<file path="config.mk">
export PLATFORM = sky130hd
export DESIGN_NAME = traffic_ctrl_p
export DESIGN_NICKNAME = d
export VERILOG_FILES = /design/src/rtl/traffic_pkg.sv /design/src/rtl/phase_timer.sv /design/src/rtl/traffic_ctrl_p.sv
export SDC_FILE = /design/constraint.sdc
export NUM_CORES = 1
export LEC_CHECK = 0
export ABC_AREA = 0
export BUFFER_PORTS_ARGS = -buffer_cell sky130_fd_sc_hd__buf_2
export CAP_MARGIN = 10
export CELL_PAD_IN_SITES_DETAIL_PLACEMENT = 0
export CELL_PAD_IN_SITES_GLOBAL_PLACEMENT = 1
export CORE_UTILIZATION = 48
export CTS_CLUSTER_DIAMETER = 150
export DETAILED_ROUTE_END_ITERATION = 7
export PLACE_DENSITY = 0.95
export SLEW_MARGIN = 20
export SYNTH_ARGS = -nofsm -noshare
export SYNTH_HDL_FRONTEND = slang
export SYNTH_SLANG_ARGS = --single-unit
export TNS_END_PERCENT = 100
</file>
<file path="constraint.sdc">
create_clock -name clk -period 6 [get_ports clk]
set_input_delay 1.2 -clock clk [delete_from_list [all_inputs] [get_ports clk]]
set_output_delay 1.2 -clock clk [all_outputs]
set_load 0.005 [all_outputs]
</file>
<file path="src/rtl/traffic_pkg.sv">
// ============================================================================
// Module   : traffic_pkg
// Purpose  : Shared state encoding, lamp patterns and default phase durations
//            for the main/side road traffic controller.
// Revision : 1.0  initial release
// ============================================================================
`default_nettype none

package traffic_pkg;

    typedef enum logic [2:0] {
        ST_MG  = 3'd0,
        ST_MY  = 3'd1,
        ST_AR1 = 3'd2,
        ST_SG  = 3'd3,
        ST_SY  = 3'd4,
        ST_AR2 = 3'd5,
        ST_NOC = 3'd6,
        ST_PRE = 3'd7
    } state_t;

    localparam int DEF_CW   = 8;
    localparam int DEF_T_MG = 25;
    localparam int DEF_T_Y  = 5;
    localparam int DEF_T_SG = 16;
    localparam int DEF_T_AR = 1;

    // Lamp vector packing: {mr, my, mg, cr, cy, cg}
    localparam logic [5:0] C_LAMP_MG = 6'b001_100;
    localparam logic [5:0] C_LAMP_MY = 6'b010_100;
    localparam logic [5:0] C_LAMP_AR = 6'b100_100;
    localparam logic [5:0] C_LAMP_SG = 6'b100_001;
    localparam logic [5:0] C_LAMP_SY = 6'b100_010;

    // PRE is resolved by the caller from the active emergency request.
    function automatic logic [5:0] lamps_of(input state_t s);
        logic [5:0] l;
        case (s)
            ST_MY:          l = C_LAMP_MY;
            ST_AR1, ST_AR2: l = C_LAMP_AR;
            ST_SG:          l = C_LAMP_SG;
            ST_SY:          l = C_LAMP_SY;
            default:        l = C_LAMP_MG;
        endcase
        return l;
    endfunction

endpackage

`default_nettype wire

</file>
<file path="src/rtl/phase_timer.sv">
// ============================================================================
// Module   : phase_timer
// Purpose  : Loadable CW-bit down-counter with tick enable, hold and a
//            done flag raised on the tick that finds the count at 1.
// Revision : 1.0  initial release
// ============================================================================
`default_nettype none

module phase_timer #(
    parameter int CW   = 8,
    parameter int INIT = 1
) (
    input  logic          clk,
    input  logic          set_n,
    input  logic          i_tick,
    input  logic          i_hold,
    input  logic          i_load,
    input  logic [CW-1:0] i_load_val,
    output logic [CW-1:0] o_r_next,
    output logic          o_done
);

    logic [CW-1:0] r_cnt;
    logic [CW-1:0] w_nxt;

    // Count saturates at 1 so an un-reloaded phase can never wrap to zero.
    always_comb begin
        w_nxt = r_cnt;
        if (i_load) begin
            w_nxt = i_load_val;
        end else if (i_tick && !i_hold && (r_cnt > CW'(1))) begin
            w_nxt = r_cnt - CW'(1);
        end
    end

    always_ff @(posedge clk or negedge set_n) begin
        if (!set_n) begin
            r_cnt <= CW'(INIT);
        end else begin
            r_cnt <= w_nxt;
        end
    end

    assign o_r_next = w_nxt;
    assign o_done   = i_tick && (r_cnt == CW'(1));

endmodule

`default_nettype wire

</file>
<file path="src/rtl/traffic_ctrl_p.sv">
// ============================================================================
// Module   : traffic_ctrl_p
// Purpose  : Main/side road traffic light controller with side-road gap-out,
//            no-car hold on main green and emergency pre-emption.
// Revision : 1.0  initial release
// ============================================================================
`default_nettype none

module traffic_ctrl_p
    import traffic_pkg::*;
#(
    parameter int CW   = DEF_CW,
    parameter int T_MG = DEF_T_MG,
    parameter int T_Y  = DEF_T_Y,
    parameter int T_SG = DEF_T_SG,
    parameter int T_AR = DEF_T_AR
) (
    input  logic          clk,
    input  logic          set_n,
    input  logic          tick,
    input  logic          cs,
    input  logic          em,
    input  logic          ec,
    output logic          mr,
    output logic          my,
    output logic          mg,
    output logic          cr,
    output logic          cy,
    output logic          cg,
    output logic [CW-1:0] count,
    output logic [CW-1:0] count_c,
    output logic [2:0]    phase
);

    localparam int C_TMAX = (2 ** CW) - 1;

    generate
        if (T_MG < 1 || T_MG > C_TMAX || T_Y < 1 || T_Y > C_TMAX ||
            T_SG < 1 || T_SG > C_TMAX || T_AR < 1 || T_AR > C_TMAX) begin : g_bad_duration
            $error("traffic_ctrl_p: every T_* duration must lie in 1..2**CW-1");
        end
    endgenerate

    localparam logic [CW-1:0] C_MAX   = {CW{1'b1}};
    localparam logic [CW-1:0] C_LD_MG = CW'(T_MG);
    localparam logic [CW-1:0] C_LD_Y  = CW'(T_Y);
    localparam logic [CW-1:0] C_LD_SG = CW'(T_SG);
    localparam logic [CW-1:0] C_LD_AR = CW'(T_AR);

    localparam logic [CW+1:0] C_W_MG = (CW+2)'(T_MG);
    localparam logic [CW+1:0] C_W_Y  = (CW+2)'(T_Y);
    localparam logic [CW+1:0] C_W_SG = (CW+2)'(T_SG);
    localparam logic [CW+1:0] C_W_AR = (CW+2)'(T_AR);

    localparam int            C_RST_SUM  = T_MG + T_Y + T_AR;
    localparam logic [CW-1:0] C_RST_CNTC = (C_RST_SUM > C_TMAX) ? C_MAX : CW'(C_RST_SUM);

    function automatic logic [CW-1:0] sat(input logic [CW+1:0] v);
        return (v > {2'b00, C_MAX}) ? C_MAX : v[CW-1:0];
    endfunction

    state_t        r_state;
    logic [5:0]    r_lamps;
    logic [CW-1:0] r_count;
    logic [CW-1:0] r_count_c;

    state_t        w_nxt_state;
    logic          w_load;
    logic [CW-1:0] w_load_val;
    logic          w_hold;
    logic          w_done;
    logic [CW-1:0] w_r_next;
    logic [CW+1:0] w_rn;
    logic [5:0]    w_lamps;
    logic [CW-1:0] w_count;
    logic [CW-1:0] w_count_c;

    phase_timer #(
        .CW   (CW),
        .INIT (T_MG)
    ) u_timer (
        .clk        (clk),
        .set_n      (set_n),
        .i_tick     (tick),
        .i_hold     (w_hold),
        .i_load     (w_load),
        .i_load_val (w_load_val),
        .o_r_next   (w_r_next),
        .o_done     (w_done)
    );

    // Emergency requests override every other rule, tick or not.
    always_comb begin
        w_nxt_state = r_state;
        w_load      = 1'b0;
        w_load_val  = C_LD_MG;
        w_hold      = 1'b0;
        if (em || ec) begin
            w_nxt_state = ST_PRE;
            w_hold      = 1'b1;
        end else begin
            case (r_state)
                ST_MG: begin
                    if (w_done) begin
                        if (cs) begin
                            w_nxt_state = ST_MY;
                            w_load      = 1'b1;
                            w_load_val  = C_LD_Y;
                        end else begin
                            w_nxt_state = ST_NOC;
                        end
                    end
                end
                ST_MY: begin
                    if (w_done) begin
                        w_nxt_state = ST_AR1;
                        w_load      = 1'b1;
                        w_load_val  = C_LD_AR;
                    end
                end
                ST_AR1: begin
                    if (w_done) begin
                        w_nxt_state = ST_SG;
                        w_load      = 1'b1;
                        w_load_val  = C_LD_SG;
                    end
                end
                ST_SG: begin
                    if (w_done || (tick && !cs)) begin
                        w_nxt_state = ST_SY;
                        w_load      = 1'b1;
                        w_load_val  = C_LD_Y;
                    end
                end
                ST_SY: begin
                    if (w_done) begin
                        w_nxt_state = ST_AR2;
                        w_load      = 1'b1;
                        w_load_val  = C_LD_AR;
                    end
                end
                ST_AR2: begin
                    if (w_done) begin
                        w_nxt_state = ST_MG;
                        w_load      = 1'b1;
                        w_load_val  = C_LD_MG;
                    end
                end
                ST_NOC: begin
                    w_hold = 1'b1;
                    if (tick && cs) begin
                        w_nxt_state = ST_MG;
                        w_load      = 1'b1;
                        w_load_val  = C_LD_MG;
                    end
                end
                ST_PRE: begin
                    w_nxt_state = ST_AR2;
                    w_load      = 1'b1;
                    w_load_val  = C_LD_AR;
                end
                default: begin
                    w_nxt_state = ST_MG;
                    w_load      = 1'b1;
                    w_load_val  = C_LD_MG;
                end
            endcase
        end
    end

    // Countdowns are built from the timer's next value so they line up with
    // the registered state and lamps.
    always_comb begin
        w_rn      = {2'b00, w_r_next};
        w_lamps   = lamps_of(w_nxt_state);
        w_count   = '0;
        w_count_c = '0;
        if (em || ec) begin
            w_lamps = em ? C_LAMP_MG : C_LAMP_SG;
        end
        case (w_nxt_state)
            ST_MG: begin
                w_count   = sat(w_rn);
                w_count_c = sat(w_rn + C_W_Y + C_W_AR);
            end
            ST_MY: begin
                w_count   = sat(w_rn);
                w_count_c = sat(w_rn + C_W_AR);
            end
            ST_AR1: begin
                w_count   = sat(w_rn + C_W_SG + C_W_Y + C_W_AR);
                w_count_c = sat(w_rn);
            end
            ST_SG: begin
                w_count   = sat(w_rn + C_W_Y + C_W_AR);
                w_count_c = sat(w_rn);
            end
            ST_SY: begin
                w_count   = sat(w_rn + C_W_AR);
                w_count_c = sat(w_rn);
            end
            ST_AR2: begin
                w_count   = sat(w_rn);
                w_count_c = sat(w_rn + C_W_MG + C_W_Y + C_W_AR);
            end
            ST_NOC: begin
                w_count   = '0;
                w_count_c = C_MAX;
            end
            default: begin
                w_count   = '0;
                w_count_c = '0;
            end
        endcase
    end

    always_ff @(posedge clk or negedge set_n) begin
        if (!set_n) begin
            r_state   <= ST_MG;
            r_lamps   <= C_LAMP_MG;
            r_count   <= C_LD_MG;
            r_count_c <= C_RST_CNTC;
        end else begin
            r_state   <= w_nxt_state;
            r_lamps   <= w_lamps;
            r_count   <= w_count;
            r_count_c <= w_count_c;
        end
    end

    assign {mr, my, mg, cr, cy, cg} = r_lamps;
    assign count   = r_count;
    assign count_c = r_count_c;
    assign phase   = r_state;

endmodule

`default_nettype wire

</file>
==> Yosys cells after proc, flatten, opt, wreduce, memory -nomap -nowiden <==
Index checks and enable logic that the tools add are counted.
W data, S select, Z words.
{ "classes": {"n_addsub": 10, "n_lt_le_gt_ge": 5, "eq_ne": 14, "mux": 37, "n_reduce_logical": 17} }
{ "ops": {"columns": ["op", "count"], "rows": [
  ["$mux W8", 7],
  ["$pmux W8 S6", 1],
  ["$pmux W8 S5", 1],
  ["$pmux W8 S4", 1],
  ["$gt A10 B8 Y1 const B", 3],
  ["$mux W3", 9],
  ["$pmux W3 S8", 1],
  ["$pmux W6 S4", 1],
  ["$eq A3 B3 Y1 const B", 7],
  ["$add A10 B1 Y10 const B", 2],
  ["$add A9 B3 Y10 const B", 2],
  ["$mux W5", 4],
  ["$add A8 B5 Y9 const B", 2],
  ["$eq A3 B2 Y1 const B", 4],
  ["$mux W6", 2],
  ["$add A9 B1 Y10 const B", 1],
  ["$add A8 B1 Y9 const B", 1],
  ["$add A8 B3 Y9 const B", 1],
  ["$gt A9 B8 Y1 const B", 1],
  ["$eq A8 B1 Y1 const B", 1],
  ["$gt A8 B1 Y1 const B", 1],
  ["$mux W1", 8],
  ["$sub A8 B1 Y8 const B", 1],
  ["$eq A3 B1 Y1 const B", 2],
  ["9 further kinds", 19]
]} }
{ "word_totals": {"ff_bits": 33, "inputBits": 6, "output_inout_bits": 25, "word_cells": 88} }

==> Longest topological paths before layout <==
{ "depth": {"word_depth": 14, "ltp_mapped": 15, "depth_no_buf": 14} }

==> Cells and area by module <==
A second synthesis with hierarchy kept.
{ "hier_totals": {"hier_cells": 345, "hier_area_um2": 2807.7} }
{ "by_module_without_submodules": {"columns": ["module", "n_inst", "cells_each", "area_per_inst_um2", "seq_area_each_um2"], "rows": [
  ["traffic_ctrl_p", 1, 285, 2278.4, 638.1],
  ["phase_timer", 1, 60, 529.3, 203.9]
]} }

==> Worst setup path before layout <==
No wires, ideal clock.
{ "synth_timing": {"path_kind": "input-to-reg", "from": "input tick", "to": "register r_count[5], in the netlist count[5]", "setup_time_ps": 90, "arrival_time_ps": 4028, "required_ps": 5910, "slack_ps": 1881, "stages": 12, "n_path_buf": 1, "cell_sequence": "and4bb_2 -> nand2_2 -> o32a_1 -> nor2_1 -> o21a_1 -> buf_2 -> ha_1 -> or3b_2 -> or3_1 -> nand2_1 -> o21ai_1 -> o221ai_1"} }
{ "synth_via": {"elab_chain_len": 12, "elab_cells_between_ends": 49, "classes_between": "6 x add/sub; 3 x order compare; 5 x eq/ne; 27 x mux; 8 x reduce/logical"} }
{ "synth_lines": {"columns": ["item", "line_no", "source"], "rows": [
  ["start, declared", "traffic_ctrl_p.sv:20", "input logic tick,"],
  ["$logic_and A1 B1 Y1 (on tied branches)", "phase_timer.sv:45, traffic_ctrl_p.sv:129", null],
  ["$logic_or A1 B1 Y1", "traffic_ctrl_p.sv:129", "if (w_done || (tick && !cs)) begin"],
  ["$mux W1", "traffic_ctrl_p.sv:129", null],
  ["$pmux W1 S5", "traffic_ctrl_p.sv:102", "case (r_state)"],
  ["$mux W1", "traffic_ctrl_p.sv:98", "if (em || ec) begin"],
  ["$mux W8 *", "phase_timer.sv:29", "if (i_load) begin"],
  ["net u_timer.o_r_next[0]", "phase_timer.sv:19", "output logic [CW-1:0] o_r_next,"],
  ["$add A8 B5 Y9", "traffic_ctrl_p.sv:191", "w_count = sat(w_rn + C_W_SG + C_W_Y + C_W_AR);"],
  ["$add A9 B3 Y10", "traffic_ctrl_p.sv:191", null],
  ["$add A10 B1 Y10", "traffic_ctrl_p.sv:191", null],
  ["$gt A10 B8 Y1", "traffic_ctrl_p.sv:59", "return (v > {2'b00, C_MAX}) ? C_MAX : v[CW-1:0];"],
  ["$mux W8", "traffic_ctrl_p.sv:59", null],
  ["$pmux W8 S4 *", "traffic_ctrl_p.sv:181", "case (w_nxt_state)"],
  ["net w_count[5]", "traffic_ctrl_p.sv:75", "logic [CW-1:0] w_count;"],
  ["end signal, assigned", "traffic_ctrl_p.sv:226", "r_count <= w_count;"],
  ["end, declared", "traffic_ctrl_p.sv:64", "logic [CW-1:0] r_count;"]
]} }
The timed path passes the listed nets; every way through them passes the cells marked *. The select of a mux whose other input is x is not followed.

==> Worst setup path in the final report <==
{ "layout_timing": {"from": "input tick", "to": "register r_count[7], in the netlist count[7]"} }
{ "layout_via": {"elab_chain_len": 12, "elab_cells_between_ends": 49, "classes_between": "6 x add/sub; 3 x order compare; 5 x eq/ne; 27 x mux; 8 x reduce/logical"} }
{ "layout_lines": {"columns": ["item", "line_no"], "rows": [
  ["$logic_and A1 B1 Y1 (on tied branches)", "phase_timer.sv:45, traffic_ctrl_p.sv:129"],
  ["$logic_or A1 B1 Y1", "traffic_ctrl_p.sv:129"],
  ["$mux W5 or $mux W1 (tied branches)", "traffic_ctrl_p.sv:129"],
  ["$pmux W8 S6 or $pmux W1 S5 (tied branches)", "traffic_ctrl_p.sv:102"],
  ["$mux W8 or $mux W1 (tied branches)", "traffic_ctrl_p.sv:98"],
  ["$mux W8", "phase_timer.sv:29"],
  ["$add A8 B5 Y9", "traffic_ctrl_p.sv:191"],
  ["$add A9 B3 Y10", "traffic_ctrl_p.sv:191"],
  ["$add A10 B1 Y10", "traffic_ctrl_p.sv:191"],
  ["$gt A10 B8 Y1", "traffic_ctrl_p.sv:59"],
  ["$mux W8", "traffic_ctrl_p.sv:59"],
  ["$pmux W8 S4 *", "traffic_ctrl_p.sv:181"],
  ["net w_count[7]", "traffic_ctrl_p.sv:75"]
]} }
Marks and branches as above.

==> impl_metrics.py <==
metrics = {
    "synth": {
        "postSynthCellCount": 337,
        "synth_fp_nets": 351,
        "postSynth.asyncResetShare_pct": 100,
        "syn_area_per_cell_um2": 8.30,
        "syn-cell-area_um2": 2800,
        "ys_dominant_reg_cell": "dfrtp_1",
        "synth.lib_cells_used.distinct": 73,
        "postSynthRegisterBits": 33,
        "synth-seq-area-share_pct": 30.1,
        "synth.yosys.warnings": 0,
        "number_of_synthesized_flops_with_an_enable_pin": 0,
    },
    "clock_network": {
        "path_clk_slew_ns": 0.07,
        "maximum_number_of_buffers_from_clock_root_to_sink": 2,
        "cts.sinks": 33,
        "later_pin_clock_latency_in_the_skew_report_ns": 0.29,
        "htreeDepth": 2,
        "clock-root-buffer": "clkbuf_8",
        "cts_post_setup_buffers_inserted": 0,
        "holdBufCountCts": 0,
        "cts_tree": "yes",
        "cts_buffers": 5,
        "cts.repair.resized": 0,
    },
    "floorplan": {
        "floorplan.initialDensity_pct": 50.2,
        "floorplan.die_area_um2": 6130,
        "floorplan.die.height_um": 78.3,
        "io_pins": 31,
        "die_x_um": 78.3,
        "placement_rows": 27,
        "design.core.area_um2": 5570,
    },
    "worst_setup_path": {
        "worstPathBufferInverterCount": 1,
        "end_kind": "flop",
        "timing.critical_path.cells": "buf_2 -> and4bb_2 -> nand2_2 -> o32a_1 -> nor2_1 -> o21a_1 -> ha_1 -> or3b_2 -> or3_1 -> o31ai_1 -> o21ai_0 -> o211ai_1",
        "cp.arrival_ns": 4.74,
        "criticalPathCategory": "input pin to flop",
        "cp-start-kind": "input pin",
        "critical_path.max_stage_delay_ns": 0.52,
        "cp_max_fo": 10,
        "cp_data_required_time_ns": 6.20,
        "crit_family": "simple AND/OR/NAND/NOR gates",
        "critPathSlowestCell": "or3b_2",
    },
    "sta": {
        "timing_worst_slew_pin_value_ns": 0.723,
        "worst_clock_skew_ns": 0.00742,
        "finalSetupTns_ns": 0,
        "final_hold_viol_count": 0,
        "finalWorstPathRequiredPeriod_ns": 4.54,
        "rsz0062_at_grt": "no",
        "number_of_max_slew_violations_in_the_final_report": 0,
        "finalHoldWorstSlack_ns": 0.952,
        "timing.max_slew.rel_slack_pct": 51.8,
        "max_freq_mhz": 220,
        "final-setup-viol-count": 0,
        "finalCritPeriodShare_pct": 75.7,
    },
    "power": {
        "power.leakage_nw": 1.23,
        "switchingPower_mw": 0.370,
        "vdd_drop_max_mv": 0.119,
        "power-per-cell-area_nw_per_um2": 283,
        "seq_power_share_pct": 33.5,
        "clk_network_pwr_share_pct": 19.8,
        "comb_power_share_pct": 46.7,
        "internal_power_mw": 0.502,
        "netSwitchingFraction_pct": 42.4,
    },
    "final_layout": {
        "multi_input_area_um2": 1810,
        "seq_area_um2": 842,
        "design_area_um2": 3080,
        "final_core_util_pct": 55.2,
        "num-nets-final": 375,
        "flow.area_growth_from_synthesis_pct": 10.0,
        "fill_cells": 527,
        "insertedDiodeCount": 0,
        "share_of_post_route_cells_with_drive_strength_above_1_pct": 22.2,
        "stdcell_count": 433,
    },
    "placed_design": {
        "place.detailed.hpwl_mm": 5.96,
        "placement.io_buffers": 30,
        "placed_cells_incl_taps": 426,
        "gp_congestion": 0.971,
        "placed_area_um2": 2990,
    },
    "run_status": {
        "outcome": "finished, final reports clean",
    },
    "grt": {
        "grt_usage_pct": 29.2,
        "antenna_found_initial": 0,
        "grt_first_pass_wirelength_mm": 13.8,
        "globalRoute.totalOverflow": 0,
        "maximum_number_of_pins_on_one_net_before_global_route_repair": 34,
        "number_of_global_route_vias_before_repair": 2677,
    },
    "detailed_routing": {
        "drt-vias-per-instance": 6.75,
        "detail_route.drc_violations": 0,
        "wl_per_cell_um": 19.3,
        "dr.first_iter.drc_count": 521,
        "drt_first_pass_iters": 5,
        "antenna_violating_nets_post_route": 0,
        "route.vias.total": 2922,
        "wl_final_mm": 8.36,
    },
    "min_path": {
        "hold_path_class": "flop to flop",
    },
    "flow_run": {
        "maxCapViolations": 0,
    },
}
==> synthesized netlist by cell type (4+ instances only) <==
| cell type | n | share of area [%] |
|---|---|---|
| nand4_1 | 4 | 0.89 |
| or2_2 | 6 | 1.3 |
| dfrtp_1 | 20 | 18 |
| o221ai_1 | 6 | 1.9 |
| inv_1 | 16 | 2.1 |
| nor2_1 | 36 | 4.8 |
| nand3_1 | 12 | 2.1 |
| o31ai_1 | 9 | 2.4 |
| mux2i_1 | 4 | 1.4 |
| ha_1 | 8 | 3.6 |
| dfstp_2 | 13 | 12 |
| o21ai_0 | 23 | 4.1 |
| clkbuf_1 | 8 | 1.1 |
| o21ai_1 | 4 | 0.72 |
| nand2_1 | 27 | 3.6 |
| a21oi_1 | 21 | 3.8 |
| nor2b_1 | 4 | 0.89 |
| nor3_1 | 6 | 1.1 |
| buf_2 | 7 | 1.3 |
| o21a_1 | 4 | 1.1 |
| o211ai_1 | 11 | 3.0 |
| a211o_1 | 4 | 1.3 |
| xnor2_1 | 6 | 1.9 |
==> path summary, 6_finish.rpt <==
path                                  startpoint        to  slack (ns)  cells past startpoint
worst max-delay path                        tick  count[7]        1.46                     12
worst min-delay path            u_timer.r_cnt[4]  count[4]        0.95                      4
worst min register to register  u_timer.r_cnt[4]  count[4]        0.95                      4
max in group asynchronous                  set_n  count[5]        4.58                      1
min in group asynchronous                  set_n  count[1]        0.97                      1
worst max register to register  u_timer.r_cnt[5]  count[7]        1.77                     11
==> registers in the layout (all words and copies together) (netlist names) <==
register / count
count: 8
r_lamps: 6
count_c: 8
phase: 3
u_timer.r_cnt: 8
==> power groups by stage <==
stage / registers (mW) / clock network (mW) / logic, mW
detailed placement: 0.295 / 0 / 0.395
finish: 0.293 / 0.173 / 0.407
floorplan: 0.286 / 0 / 0.308
global route: 0.297 / 0.186 / 0.448
CTS: 0.292 / 0.175 / 0.398
global placement: 0.295 / 0 / 0.394
==> metrics by stage <==
step | worst slack (ns) | power [mW]
after floorplan | 1.88 | 0.594
after global placement | 1.45 | 0.689
after detailed placement | 1.30 | 0.690
after CTS | 1.60 | 0.865
after global routing | 1.35 | 0.931
final | 1.46 | 0.872
==> placed cells by master, fill, tap and decap left out, types with 3 or more instances in the layout <==
cell / n
o22ai_1: 3
clkbuf_8: 6
a211oi_1: 3
inv_1: 16
o21ai_1: 4
dfrtp_1: 20
nand2_1: 27
buf_4: 4
a21o_1: 3
ha_1: 8
a31oi_1: 3
xnor2_1: 6
nor3_1: 6
or2_2: 6
dfstp_2: 13
o31ai_1: 9
a211o_1: 4
a21oi_1: 21
nand4_1: 4
nand3_1: 12
nand2b_1: 3
nor2b_1: 4
o21ai_0: 23
o211ai_1: 11
a22oi_1: 3
nor2_1: 36
or3_1: 3
o31a_1: 3
o21a_1: 4
mux2i_1: 4
o221ai_1: 6
buf_2: 30
==> cell families (layout without fill, tap and decap cells) <==
family / Yosys count / after routing / synth area share (%)
AO/OA/AOI/OAI: 130 / 130 / 34.8
AND/OR/NAND/NOR: 118 / 118 / 21.7
buffers and inverters: 34 / 58 / 5.15
flip-flops: 33 / 33 / 30.1
adder cells (fa/ha/maj): 10 / 10 / 4.30
XOR/XNOR: 7 / 7 / 2.19
multiplexers: 5 / 5 / 1.83
==> worst register-to-register path: stages, from the launching register on <==
cell and delay (ns):
dfrtp_1 0.45, nor4_2 0.49, nand2_2 0.22, o32a_1 0.49
nor2_1 0.30, o21a_1 0.45, ha_1 0.35, or3b_2 0.53
or3_1 0.46, o31ai_1 0.14, o21ai_0 0.15, o211ai_1 0.14
==> per-layer routing <==
layer | global-route usage [%] | share of wire (%) | up-vias
met3 | 5.81 | 13 | 42
met2 | 42.4 | 42 | 241
met1 | 41.9 | 41 | 1315
met5 | 0 | 0 | -
li1 | - | - | 1324
met4 | 12.2 | 3.4 | 0
==> cell type report <==
class / count / share of cell area [%]
multi-input cells: 270 / 58.8
flip-flops and latches: 33 / 27.4
clock inverters: 1 / 0.244
well taps: 72 / 2.93
repair buffers: 34 / 5.86
clock buffers: 6 / 2.68
inverters: 17 / 2.07
(Power assumes the default switching activity.)
